### src/rtl/id_ex_stage.sv
// rtl/id_ex_stage.sv - decode-to-execute pipeline register with operand forwarding
module id_ex_stage #(
    parameter int XLEN  = 32,
    parameter int RADDR = 5,
    parameter int CNTW  = 16
) (
    input  logic             clk,
    input  logic             reset,
    input  logic             in_valid,
    output logic             in_ready,
    input  logic [XLEN-1:0]  in_rd1,
    input  logic [XLEN-1:0]  in_rd2,
    input  logic [XLEN-1:0]  in_imm,
    input  logic [RADDR-1:0] in_rs1,
    input  logic [RADDR-1:0] in_rs2,
    input  logic [RADDR-1:0] in_rd,
    input  logic [2:0]       in_alu_control,
    input  logic             in_alu_src,
    input  logic             in_reg_write,
    input  logic             flush,
    input  logic             fwd_m_en,
    input  logic             fwd_w_en,
    input  logic [RADDR-1:0] fwd_m_rd,
    input  logic [RADDR-1:0] fwd_w_rd,
    input  logic [XLEN-1:0]  fwd_m_data,
    input  logic [XLEN-1:0]  fwd_w_data,
    output logic             out_valid,
    input  logic             out_ready,
    output logic [XLEN-1:0]  src_a,
    output logic [XLEN-1:0]  src_b,
    output logic [2:0]       alu_control,
    output logic [XLEN-1:0]  store_data,
    output logic [RADDR-1:0] out_rd,
    output logic             out_reg_write,
    output logic [CNTW-1:0]  stall_count
);

    localparam logic [CNTW-1:0] CNT_MAX = {CNTW{1'b1}};

    logic [XLEN-1:0]  r_rd1, r_rd2, r_imm;
    logic [RADDR-1:0] r_rs1, r_rs2, r_rd;
    logic [2:0]       r_alu;
    logic             r_src, r_rw, r_valid;
    logic [CNTW-1:0]  r_cnt;
    logic             accept;
    logic [XLEN-1:0]  fwd_a, fwd_b;

    // Ready ignores flush so the upstream handshake never depends on the kill path.
    assign in_ready = !r_valid || out_ready;
    assign accept   = in_valid && in_ready && !flush;

    // Holding register: reset beats flush, flush beats accept, accept beats consume.
    always_ff @(posedge clk) begin
        if (reset) begin
            r_valid <= 1'b0;
            r_rd1   <= '0;
            r_rd2   <= '0;
            r_imm   <= '0;
            r_rs1   <= '0;
            r_rs2   <= '0;
            r_rd    <= '0;
            r_alu   <= '0;
            r_src   <= 1'b0;
            r_rw    <= 1'b0;
        end else if (flush) begin
            r_valid <= 1'b0;
        end else if (accept) begin
            r_valid <= 1'b1;
            r_rd1   <= in_rd1;
            r_rd2   <= in_rd2;
            r_imm   <= in_imm;
            r_rs1   <= in_rs1;
            r_rs2   <= in_rs2;
            r_rd    <= in_rd;
            r_alu   <= in_alu_control;
            r_src   <= in_alu_src;
            r_rw    <= in_reg_write;
        end else if (out_ready) begin
            r_valid <= 1'b0;
        end
    end

    // Back-pressure counter saturates instead of wrapping; only reset clears it.
    always_ff @(posedge clk) begin
        if (reset) begin
            r_cnt <= '0;
        end else if (r_valid && !out_ready && (r_cnt != CNT_MAX)) begin
            r_cnt <= r_cnt + 1'b1;
        end
    end

    // Forwarding per operand: memory stage wins over writeback, x0 never forwards.
    always_comb begin
        fwd_a = r_rd1;
        if (fwd_m_en && (fwd_m_rd == r_rs1) && (r_rs1 != '0)) begin
            fwd_a = fwd_m_data;
        end else if (fwd_w_en && (fwd_w_rd == r_rs1) && (r_rs1 != '0)) begin
            fwd_a = fwd_w_data;
        end
        fwd_b = r_rd2;
        if (fwd_m_en && (fwd_m_rd == r_rs2) && (r_rs2 != '0)) begin
            fwd_b = fwd_m_data;
        end else if (fwd_w_en && (fwd_w_rd == r_rs2) && (r_rs2 != '0)) begin
            fwd_b = fwd_w_data;
        end
    end

    assign src_a         = fwd_a;
    assign src_b         = r_src ? r_imm : fwd_b;
    assign store_data    = fwd_b;
    assign alu_control   = r_alu;
    assign out_rd        = r_rd;
    assign out_reg_write = r_rw && r_valid;
    assign out_valid     = r_valid;
    assign stall_count   = r_cnt;

endmodule

### config.mk
export PLATFORM = sky130hd
export DESIGN_NAME = id_ex_stage
export DESIGN_NICKNAME = d
export VERILOG_FILES = /design/src/rtl/id_ex_stage.sv
export SDC_FILE = /design/constraint.sdc
export NUM_CORES = 1
export LEC_CHECK = 0
export BUFFER_PORTS_ARGS = -buffer_cell sky130_fd_sc_hd__buf_2
export CORE_AREA = 2 2 125 127
export CTS_CLUSTER_SIZE = 24
export DETAILED_ROUTE_END_ITERATION = 7
export DIE_AREA = 0 0 127 129
export PLACE_DENSITY = 0.79
export SYNTH_ARGS = -nofsm -noshare
export SYNTH_HDL_FRONTEND = slang
export SYNTH_SLANG_ARGS = --single-unit
### constraint.sdc
create_clock -name clk -period 3.2 [get_ports clk]
set_input_delay 0.32 -clock clk [delete_from_list [all_inputs] [get_ports clk]]
set_output_delay 0.32 -clock clk [all_outputs]
set_load 0.02 [all_outputs]
**Yosys cells after proc, flatten, opt, wreduce, memory -nomap -nowiden**

Index checks and enable logic that the tools add are counted.

- Add/sub/neg operators: 1
- Equal/unequal tests: 5
- Muxes and demuxes: 7
- Bitwise operators: 1
- Reduce and logical (&&, ||, !) cells: 22

Operators with widths:

| cell | number |
|---|---|
| two-way mux 32 bit | 5 |
| == test 5 bit | 4 |
| adder 16 x 1 -> 16 bit (second input constant) | 1 |
| != test 16 bit (second input constant) | 1 |
| logical AND 1 bit | 13 |
| nonzero test 5 bit | 2 |
| zero test 1 bit | 3 |
| two-way mux 1 bit | 2 |
| AND reduction 2 bit | 1 |
| nonzero test 2 bit | 1 |
| OR reduction 2 bit | 1 |
| logical OR 1 bit | 1 |
| NOT 1 bit | 1 |

- Register bits: 133
- Input bits: 197

**Depth between registers and ports, before layout**

- Depth in word-level cells: 6
- Depth in mapped cells: 8

**Worst setup path before layout**

OpenSTA, ideal clock, no wires.

- Kind: reg-to-output
- Start point: register r_rs2[4]
- End point: output port src_b[0]
- Arrival time: 1.958 ns
- Data required time: 2.880 ns
- Path slack: 0.922 ns
- Cell stages (with the launch flop): 6
- Path buffers: 0
- Cell sequence: dfxtp_1 -> nor4_1 -> or3_4 -> a211oi_4 -> mux2i_1 -> a221oi_1

- Longest elaborated chain between the ends: 6
- Elaborated cells on any way between the ends: 10

RTL lines:

| element | RTL line | source |
|---|---|---|
| from (decl) | 41 | `logic [RADDR-1:0] r_rs1, r_rs2, r_rd;` |
| from (signal assigned) | 73 | `r_rs2 <= in_rs2;` |
| == test 5 bit | 103 | `end else if (fwd_w_en && (fwd_w_rd == r_rs2) && (r_rs2 != '0)) begin` |
| logical AND 1 bit (2 in a row) | 103 |  |
| two-way mux 32 bit | 103 |  |
| two-way mux 32 bit (*) | 101 | `if (fwd_m_en && (fwd_m_rd == r_rs2) && (r_rs2 != '0)) begin` |
| two-way mux 32 bit (*) | 109 | `assign src_b = r_src ? r_imm : fwd_b;` |
| to (decl) | 30 | `output logic [XLEN-1:0] src_b,` |

Every way passes the cells marked *; elsewhere a longest branch is shown, timed or not.

**Final worst setup path**

- Start point: register r_rs2[0]
- End point: output port store_data[27]

- Longest elaborated chain between the ends: 5
- Elaborated cells on any way between the ends: 9

RTL lines:

| element | RTL line | source |
|---|---|---|
| == test 5 bit | 103 |  |
| logical AND 1 bit (2 in a row) | 103 |  |
| two-way mux 32 bit | 103 |  |
| two-way mux 32 bit (*) | 101 |  |
| to (decl) | 32 | `output logic [XLEN-1:0] store_data,` |

Marks and branches as above.

==> results.ini <==
[clock_tree]
cts_tree=yes
htreeDepth=4
cts_sinks=133
clk_path_buf_depth=2
cts-root-buf=clkbuf_16
cts_made_buffers=17
cts_hold_buffers=0
path_clk_slew_ps=60
clock_latency_ps=420

[pwr]
internal_power_mw=3.38
ir_drop_v=0.000281
seqPwrFrac=0.387
power.switching_mw=1.19
switching_share=0.261
leakage_nw=3.99
clkPwrFrac=0.454
total_power_mw=4.57
p_comb_frac=0.159
power_density_nw_per_um2=478

[die]
placeableCoreArea_um2=15000
chipWidth_um=127
rows=45
dieArea_um2=16400
die_h_um=129
num_io_pins=320
initial_utilization=0.480

[synth]
syn_area_per_cell_um2=7.48
synth_area_leaders=dfxtp_1, nand2_1, a21oi_1
synth-seq-cells=133
syn_inst=962
yosysTopAreaCellShare=0.370
syn_nets=1160
yosys_warnings=0
synthesis.area_um2=7200
yosys.area.top_type=dfxtp_1
yosysUniqueCellTypes=40
ys_seq_area_frac=0.370

[drt]
firstDrtPassIters=5
routed_via_density=5.41
finalWirelength_um=23500
vias=7805
wl_per_cell_um=16.3
drtIter0Drc=409
drc=0
ant_nets=0

[worst_setup_path]
critPathMaxFanout=32
reg2regPathDepth=6
r2r-end=r_rs2[2]
critPathTopFamily=buffers and inverters
worst-path-buf-inv=2
cp.required_ps=2880
cp_slowest_stage_delay_ps=470
critPathSlowestCell=mux2i_1
setup.worst_path.class=reg -> out
rr_startpoint=out_valid
worstPathArrival_ps=2620
reg2reg_slack_ps=1040
path_cells=nor4_1 -> or3_4 -> a211oi_4 -> buf_12 -> mux2i_1 -> a21oi_1 -> buf_2
setup.worst_path.end_class=output pin
start_kind=flip-flop

[global_routing]
top_usage_layer=met2
grt_antenna_before_repair=5
grt_pass1_wl_um=35900
use_met1=0.311
globalRouteMet3Util=0.0802
grt_use_total=0.274
grtUsageMet2=0.478
grt_overflow_total=0
grt_pass1_vias=7300
grt_max_degree=117

[timing]
finalSetupTns_ps=0
max_freq_mhz=340
clock_skew_ps=8.62
hold_ws_ps=103
rsz0062_at_grt=no
worstMarginPinSlew_ps=907
finalSetupViolations=0
slew_headroom=0.395
fin_crit_sh=0.918
fin_crit_ps=2940
finalHoldViolCount=0
finalMaxSlewViolations=0

[final_layout]
regArea_um2=2670
utilization=0.638
final_cells=1443
multiInputGateArea_um2=4110
num-fill-cells=1323
fin_nets=1437
drive_gt1_frac=0.321
area_growth_pct=32.8

[placed_design]
dpl.hpwl_um=16700
dp.cells=1407
port-buffer-count=319
place.gp.congestion=0.883

[flow_run]
max_cap_viol_count=0

[outcome]
outcome=finished clean

[min_path]
min_delay_path_depth=2
min_to=out_valid
min_path_type=in -> reg
hp-start=flush

==> layout make-up <==
| class | count | area share |
|---|---|---|
| multi-input cells | 716 | 0.430 |
| flip-flops and latches | 133 | 0.279 |
| repair buffers | 333 | 0.185 |
| clock buffers | 23 | 0.0502 |
| well taps | 188 | 0.0246 |
| clock inverters | 9 | 0.0155 |
| inverters | 38 | 0.0149 |
| diodes | 3 | 0.000786 |
==> sequential cells by signal, summed over array words and instances, names as in the netlist, 3 cells and up <==
signal and flops:
alu_control 3, r_imm 32, stall_count 16, out_rd 5, r_rd2 32, r_rs1 5, r_rd1 32, r_rs2 5
==> metal layers <==
layer | routed length (um) | part of all wire
met1 | 9410 | 0.40
met2 | 11600 | 0.49
met3 | 1770 | 0.075
met4 | 724 | 0.031
met5 | 30 | 0.0013
==> worst max path at each step <==
stage / start / to / slack [ps] / cells after the start
2_1_floorplan: r_rs2[4] / src_b[0] / 920 / 5
3_3_place_gp: r_rs2[4] / src_b[0] / 550 / 6
3_5_place_dp: fwd_m_rd[0] / src_b[4] / 520 / 7
4_1_cts: r_rs2[4] / src_b[0] / 80 / 6
5_1_grt: r_rs2[4] / src_b[29] / 70 / 7
6_report: r_rs2[0] / store_data[27] / 260 / 7
==> stage by stage <==
stage	worst slack, ps	cell area [um2]
finish	261	9550
global route	74.8	9550
detailed placement	517	8910
floorplan	922	7200
global placement	545	8910
CTS	77.8	9540
==> what timing repair did <==
item,CTS,global route
endpoints found under the setup margin,0,36
resized for setup,0,1
setup buffers,0,1
==> Yosys cell counts <==
cell       instances
nand3b_1           1
o21ai_1           30
nor4_2             3
nor3_1            36
a41o_1             1
inv_1             37
o21ai_0            3
a2111oi_1          2
a21o_1             1
xnor2_1           20
buf_8              3
and4_1             2
a21oi_1          151
nor3b_1            1
buf_1              5
nand3_1            8
or3_4              1
nor4_1             3
mux2i_1           67
inv_2              1
and4b_1            1
nor2_1            49
or3_1              1
and2_1             2
clkbuf_1          58
a221oi_1           1
a211oi_4           1
buf_2              9
or4_1              2
and3_1             1
nand4_1            5
o31ai_1            1
a311oi_1           1
xor2_1             9
nand2_1          274
a211oi_1           5
dfxtp_1          133
nor2b_1            1
ha_1               1
a221oi_2          31
==> cells by family after synthesis <==
| family | after synthesis | synth area share |
|---|---|---|
| simple gates | 391 | 0.225 |
| buf+inv | 113 | 0.0652 |
| xor+xnor | 29 | 0.0353 |
| mux | 67 | 0.0932 |
| fa+ha+maj | 1 | 0.00174 |
| flops | 133 | 0.370 |
| compound gates | 228 | 0.209 |
==> power by group through the flow <==
stage	combinational [mW]	clock, mW	sequential (mW)
finish	0.727	2.07	1.77
global route	0.789	2.17	1.78
CTS	0.726	2.10	1.77
detailed placement	0.722	0	1.80
global placement	0.712	0	1.80
floorplan	0.416	0	1.80
==> cell usage in the layout, fill, tap and decap left out, drive strengths merged, types with 2 or more instances in the layout <==
cell type  netlist  layout
a221oi          32      32
inv             38      38
nand3            8       8
xor2             9       9
nand4            5       5
mux2i           67      67
or3              2       2
and4             2       2
bufinv           0       4
diode            0       3
dfxtp          133     133
clkinv           0       4
nor2            49      49
nor4             6       6
xnor2           20      20
or4              2       2
a211oi           6       6
nand2          274     274
clkbuf          58      23
nor3            36      36
a2111oi          2       2
buf             17     333
a21oi          151     151
and2             2       2
o21ai           33      33
(Power assumes the default switching activity.)
